## config.mk

```make
export PLATFORM = sky130hd
export DESIGN_NAME = bs_gnrtr_n_rbtr
export DESIGN_NICKNAME = d
export VERILOG_FILES = /design/src/rtl/bs_gnrtr_n_rbtr.sv
export SDC_FILE = /design/constraint.sdc
export NUM_CORES = 1
export LEC_CHECK = 0
export ABC_CLOCK_PERIOD_IN_PS = 1930
export BUFFER_PORTS_ARGS = -buffer_cell sky130_fd_sc_hd__buf_2
export CAP_MARGIN = 5
export CORE_UTILIZATION = 43
export CTS_CLUSTER_DIAMETER = 50
export CTS_CLUSTER_SIZE = 16
export DETAILED_ROUTE_END_ITERATION = 8
export PLACE_DENSITY = 0.81
export SLEW_MARGIN = 5
export SYNTH_ARGS = -nofsm -noshare
export SYNTH_HDL_FRONTEND = slang
export SYNTH_SLANG_ARGS = --single-unit
```

## constraint.sdc

```tcl
create_clock -name clk -period 1.93 [get_ports clk]
set_input_delay 0 -clock clk [delete_from_list [all_inputs] [get_ports clk]]
set_output_delay 0 -clock clk [all_outputs]
set_load 0.02 [all_outputs]
```

## src/rtl/bs_gnrtr_n_rbtr.sv

```systemverilog
// bs_gnrtr_n_rbtr: per-bus round-robin arbiter and packet forwarder.
// Each of the `bits` buses owns an IDLE -> GRANT -> SEND controller. The
// controller pops one device's head-of-FIFO packet and pushes it to the
// destination device(s) named in the top byte of the packet.
// Optional feature: define BCAST_DELIVERY_EN so that packets addressed to the
// `broadcast` ID go to every device except the source. Without the macro that
// ID is treated like any other destination.
module bs_gnrtr_n_rbtr #(
    parameter int         bits      = 1,
    parameter int         drvrs     = 4,
    parameter int         pckg_sz   = 16,
    parameter logic [7:0] broadcast = 8'hFF
) (
    input  logic                                    clk,
    input  logic                                    reset,
    input  logic [bits-1:0][drvrs-1:0]              pndng,
    input  logic [bits-1:0][drvrs-1:0][pckg_sz-1:0] D_pop,
    output logic [bits-1:0][drvrs-1:0]              pop,
    output logic [bits-1:0][drvrs-1:0]              push,
    output logic [bits-1:0][drvrs-1:0][pckg_sz-1:0] D_push
);

    localparam int               IW       = (drvrs > 1) ? $clog2(drvrs) : 1;
    localparam logic [IW:0]      DRV_W    = (IW+1)'(drvrs);
    localparam logic [8:0]       DRV_9    = 9'(drvrs);
    localparam logic [IW-1:0]    LAST_IDX = IW'(drvrs - 1);
    localparam logic [drvrs-1:0] ONE_HOT0 = drvrs'(1);

    typedef enum logic [1:0] {
        S_IDLE,
        S_GRANT,
        S_SEND
    } state_t;

    // First requester at or after `start`, wrapping past the last device.
    // Scanning from the far end lets the nearest requester overwrite the pick.
    function automatic logic [IW-1:0] rr_pick(input logic [drvrs-1:0] req,
                                              input logic [IW-1:0]    start);
        logic [IW-1:0] pick;
        logic [IW:0]   idx;
        pick = start;
        for (int k = drvrs - 1; k >= 0; k--) begin
            idx = {1'b0, start} + (IW+1)'(k);
            if (idx >= DRV_W) begin
                idx = idx - DRV_W;
            end
            if (req[idx[IW-1:0]]) begin
                pick = idx[IW-1:0];
            end
        end
        return pick;
    endfunction

    // Receiver lanes for a packet: one lane for a valid unicast ID, none for
    // an out-of-range ID, and all-but-source for broadcast when enabled.
    function automatic logic [drvrs-1:0] dest_mask(input logic [7:0]    dst,
                                                   input logic [IW-1:0] src);
        logic [drvrs-1:0] m;
        logic [drvrs-1:0] bc_m;
        logic             is_bc;
        m     = '0;
        bc_m  = ~(ONE_HOT0 << src);
        is_bc = 1'b0;
`ifdef BCAST_DELIVERY_EN
        is_bc = (dst == broadcast);
`endif
        if (is_bc) begin
            m = bc_m;
        end else if ({1'b0, dst} < DRV_9) begin
            m[dst[IW-1:0]] = 1'b1;
        end
        return m;
    endfunction

    for (genvar b = 0; b < bits; b++) begin : g_bus
        state_t             state_q;
        logic [IW-1:0]      sel_q;
        logic [IW-1:0]      rr_q;
        logic [pckg_sz-1:0] pkt_q;
        logic [pckg_sz-1:0] dpush_q;
        logic [drvrs-1:0]   pop_q;
        logic [drvrs-1:0]   push_q;
        logic [IW-1:0]      pick_d;
        logic [IW-1:0]      rr_d;
        logic [drvrs-1:0]   mask_d;

        // Arbitration choice, next search start and destination lanes.
        always_comb begin
            pick_d = rr_pick(pndng[b], rr_q);
            rr_d   = (sel_q == LAST_IDX) ? '0 : sel_q + IW'(1);
            mask_d = dest_mask(pkt_q[pckg_sz-1 -: 8], sel_q);
        end

        // Bus controller: grant selection, pop/capture, push/deliver.
        always_ff @(posedge clk) begin
            if (reset) begin
                state_q <= S_IDLE;
                sel_q   <= '0;
                rr_q    <= '0;
                pkt_q   <= '0;
                dpush_q <= '0;
                pop_q   <= '0;
                push_q  <= '0;
            end else begin
                case (state_q)
                    S_IDLE: begin
                        pop_q  <= '0;
                        push_q <= '0;
                        if (|pndng[b]) begin
                            sel_q   <= pick_d;
                            state_q <= S_GRANT;
                        end
                    end
                    S_GRANT: begin
                        // The device sees pop while its head packet is captured here.
                        pop_q   <= ONE_HOT0 << sel_q;
                        push_q  <= '0;
                        pkt_q   <= D_pop[b][sel_q];
                        rr_q    <= rr_d;
                        state_q <= S_SEND;
                    end
                    S_SEND: begin
                        pop_q  <= '0;
                        push_q <= mask_d;
                        // Dropped packets leave the delivered data untouched.
                        if (|mask_d) begin
                            dpush_q <= pkt_q;
                        end
                        state_q <= S_IDLE;
                    end
                    default: begin
                        pop_q   <= '0;
                        push_q  <= '0;
                        state_q <= S_IDLE;
                    end
                endcase
            end
        end

        assign pop[b]  = pop_q;
        assign push[b] = push_q;
        for (genvar d = 0; d < drvrs; d++) begin : g_lane
            assign D_push[b][d] = dpush_q;
        end
    end

endmodule

```

After elaboration in Yosys (flattened, before gate mapping)

Cells that the tools add are included.

Flip-flop bits (word level): 46

$add $sub $neg: 8
Order comparisons: 12
Equal/unequal tests: 4
Shift operators: 1
Mux-type cells: 24
Bitwise gates (word level): 2
Reduce and logical (&&, ||, !) cells: 8

Operators by type and width:

| kind                                                              | count |
|---|---|
| binary-select mux 16 bit (select 2 bit)                           | 1 |
| 2-to-1 mux 2 bit                                                  | 10 |
| < comparator 2 x 3 -> 1 bit, second input constant                | 6 |
| 2-to-1 mux 16 bit                                                 | 1 |
| greater-or-equal comparator 3 bit, second input constant          | 3 |
| binary-select mux 1 bit (select 2 bit)                            | 4 |
| < comparator 8 x 3 -> 1 bit, second input constant                | 1 |
| OR reduction 4 bit                                                | 2 |
| subtractor 2 x 1 -> 2 bit, second input constant                  | 4 |
| adder 2 x 2 -> 3 bit, second input constant                       | 2 |
| 2-to-1 mux 1 bit                                                  | 5 |
| equality test 2 bit, second input constant                        | 2 |
| 2-to-1 mux 4 bit                                                  | 1 |
| one-hot mux 2 bit (2 select lines)                                | 1 |
| AND reduction 2 bit                                               | 2 |
| OR reduction 2 bit                                                | 2 |
| left shift 1 x 2 -> 4 bit, first input constant                   | 1 |
| adder 2 x 1 -> 3 bit, second input constant                       | 1 |
| greater-or-equal comparator 2 x 3 -> 1 bit, second input constant | 1 |
| adder 2 x 1 -> 2 bit, second input constant                       | 1 |
| demux 1 bit (select 2 bit)                                        | 1 |
| equality test 2 x 1 -> 1 bit, second input constant               | 1 |
| greater-or-equal comparator 2 x 1 -> 1 bit, second input constant | 1 |
| logical NOT 2 bit                                                 | 1 |
| 3 further kinds                                                   | 4 |

Depth between registers and ports, before layout

Word-level depth: 9
Gate-level depth with buffers: 5

Worst setup path after synthesis

No wires, ideal clock.

Path kind: register to register
From: register g_bus[0].sel_q[0]
To: register g_bus[0].pkt_q[15]
Arrival time: 1.277 ns
Required time: 1.813 ns
Path slack: 0.536 ns
Stages on the path, launching flop included: 4
Buffers on the path: 1
Clock period less this slack: 1.394 ns
Cells stage by stage: dfxtp_1 -> buf_6 -> mux4_2 -> a22o_1

Word-level cells in the longest chain between the ends: 2

Ends and longest elaborated chain:

| what                                    | RTL line | RTL |
|---|---|---|
| start, declared                         | 77       | `logic [IW-1:0] sel_q;` |
| start signal, assigned                  | 110      | `sel_q <= pick_d;` |
| binary-select mux 16 bit (select 2 bit) | 118      | `pkt_q <= D_pop[b][sel_q];` |
| 2-to-1 mux 16 bit (not written as such) | 118      |  |
| end signal, assigned                    | 118      |  |
| end, declared                           | 79       | `logic [pckg_sz-1:0] pkt_q;` |

Every way passes these cells. The select of a mux whose other input is x is not followed.
A chain may end at the register's enable or synchronous reset.

Worst setup path after layout

From: register g_bus[0].sel_q[0]
To: register g_bus[0].pkt_q[0]

The elaborated chain is that of the path after synthesis.

==> impl_metrics.py <==
metrics = {
    "run_status": {
        "status": "completed",
    },
    "sta": {
        "max_slew_margin_pct": 53.1,
        "slew_viol_final": 0,
        "finalCritPeriodShare_pct": 76.0,
        "clock_skew_ns": 0.00839,
        "timing.fmax_ghz": 0.681,
        "setup_ws_ns": 0.462,
        "finalSetupViolCount": 0,
        "period_minus_slack_ns": 1.47,
        "finalHoldViolCount": 0,
        "rsz0062_at_grt": "no",
        "setup_tns_ns": 0,
        "worst_pin_slew_ns": 0.702,
    },
    "synth": {
        "ys_seq_area_share_pct": 39.3,
        "synth_area_leaders": "dfxtp_1 39%, buf_4 16%, mux4_2 13%",
        "synth_top_area_share_pct": 39.3,
        "synth_warnings": 0,
        "synthCells": 206,
        "ys_ff_latch": 46,
        "synth_area_leader_cell": "dfxtp_1",
        "post_synth.cell_area_avg_sq_um": 11.4,
        "synthDistinctLibCells": 34,
        "syn_area_sq_um": 2340,
        "synth_nets": 277,
    },
    "grt": {
        "grt_pass1_vias": 1685,
        "antenna_found_initial": 0,
        "grt.total_usage_pct": 17.9,
        "grt_max_degree": 26,
        "grt-ovfl-total": 0,
        "grt_pass1_wl_microns": 7520,
    },
    "place": {
        "dp_slack_ns": 0.438,
        "dp_hpwl_microns": 4020,
        "place_area_sq_um": 2740,
        "port_buffers": 141,
        "place_congestion": 0.726,
    },
    "cells_and_area": {
        "final_area_sq_um": 2840,
        "final_core_util_pct": 54.8,
        "n_antenna_cell": 0,
        "multiInputGateArea_sq_um": 972,
        "nNetsFinal": 372,
        "layout-drive-gt1-share_pct": 58.3,
        "ff_latch_area_sq_um": 921,
        "syn2layout_area_growth_pct": 21.1,
        "fill_cells": 459,
    },
    "floorplan": {
        "dieArea_sq_um": 5740,
        "row_count": 26,
        "core_area_sq_um": 5170,
        "start_util_pct": 45.3,
        "die_h_microns": 75.8,
        "die_w_microns": 75.8,
        "io_pins": 142,
    },
    "drt": {
        "wl_met2_microns": 2770,
        "met1_length_microns": 2020,
        "routed_wl_microns": 5150,
        "vias": 1850,
        "wl_per_cell_microns": 13.8,
        "viasPerCell": 4.97,
        "highest_layer": "met4",
        "met3_length_microns": 299,
        "drcViolationCount": 0,
        "dr.pass1.iters": 4,
        "drt_iter0_markers": 59,
        "ant_nets": 0,
    },
    "clock_tree": {
        "cts_buffers": 5,
        "postCtsHoldBufs": 0,
        "clkTransAtPathRegs_ns": 0.09,
        "cts_tree": "done",
        "post_cts_buffers": 0,
        "cts_max_level": 2,
        "cts_resized": 0,
        "clock-root-buffer": "clkbuf_8",
        "clockBufferDepth": 2,
        "insertion_delay_ns": 0.30,
        "cts.sinks": 46,
    },
    "power_and_ir_drop": {
        "ir_drop_v": 0.000314,
        "power_density_nw_per_um2": 717,
        "power_leakage_nw": 1.50,
    },
    "flow_run": {
        "drv_cap": 0,
    },
    "worst_setup_path": {
        "end_kind": "register",
        "path_max_fanout": 17,
        "required_ns": 2.12,
        "worstPathArrival_ns": 1.66,
        "path_class": "register to register",
        "startpoint_type": "register",
    },
    "worst_hold_path": {
        "min_path_type": "input port to register",
    },
}
## worst paths after layout
check                    start                   to  slack [ns]  cells after the start
max          g_bus[0].sel_q[0]    g_bus[0].pkt_q[0]        0.46                      3
min                   pndng[2]  g_bus[0].state_q[0]        0.07                      3
max reg2reg  g_bus[0].sel_q[0]    g_bus[0].pkt_q[0]        0.46                      3
min reg2reg  g_bus[0].pkt_q[4]    g_bus[0].pkt_q[4]        0.49                      1
## flip-flops by register name (all words and copies together) (netlist names)
register,cells
push,4
pop,4
g_bus.state_q,2
g_bus.rr_q,2
g_bus.sel_q,2
g_bus.pkt_q,16
g_bus.dpush_q,16
## cell families after synthesis
logic type	share of synthesized area (%)
flops	39.3
simple gates	11.5
compound gates	9.51
buf+inv	19.1
fa+ha+maj	0.534
mux	20.0
## final cells by class
class	instances	share of cell area, %
inverters	5	0.662
clock inverters	3	0.838
repair buffers	146	26.2
flip-flops and latches	46	32.5
well taps	70	3.09
clock buffers	5	2.43
multi-input cells	97	34.3
## report_power, final
group	total (mW)	switching [mW]	internal, mW
registers	1.04	0.0417	0.999
clock network	0.599	0.340	0.259
logic	0.394	0.178	0.216
## cells in the final DEF (no fill, tap or decap), drive strengths merged
master    count
clkbuf        5
nor4          4
nand2         5
dfxtp        46
nor4b         3
clkinvlp      2
and3          2
and2          6
o31a          1
a22o         16
buf         146
nand2b        1
inv           6
nand3b        1
o21ai         2
mux4         16
a21oi         5
mux2i        10
nor2         15
o31ai         1
nor4bb        1
ha            1
nor3          2
a221oi        1
nor2b         1
a211oi        1
a31oi         1
o41ai         1
## cells in the mapped netlist
library cell	instances
a211oi_1	1
a21oi_1	5
a221oi_1	1
a22o_1	16
a31oi_1	1
and2_1	6
and3_1	2
buf_2	4
buf_4	49
buf_6	3
clkbuf_1	2
dfxtp_1	46
ha_1	1
inv_1	5
mux2i_1	10
mux4_1	2
mux4_2	14
nand2_1	4
nand2_2	1
nand2b_2	1
nand3b_1	1
nor2_1	13
nor2_2	2
nor2b_1	1
nor3_1	2
nor4_1	3
nor4_4	1
nor4b_2	2
nor4b_4	1
nor4bb_1	1
o21ai_0	2
o31a_1	1
o31ai_1	1
o41ai_1	1
## routing by layer
metal  GRT usage, %  vias up
li1               -      885
met1           20.6      882
met2           32.4       77
met3           4.63        6
met4           5.97        0
met5              0        -
## stage by stage
step                      instances  total power, mW  hold slack [ns]
after detailed placement        364             1.46            0.388
after CTS                       372             2.05           0.0716
after global placement          364             1.45            0.352
after floorplan                 206             1.34            0.189
after global routing            372             2.13            0.106
final                           372             2.03           0.0717
## worst max-delay path: stages, from the launching register on
cell	delay, ns
dfxtp_1	0.33
buf_4	0.27
mux4_1	0.58
a22o_1	0.18
Note: power is estimated with default switching activity, not from simulation.
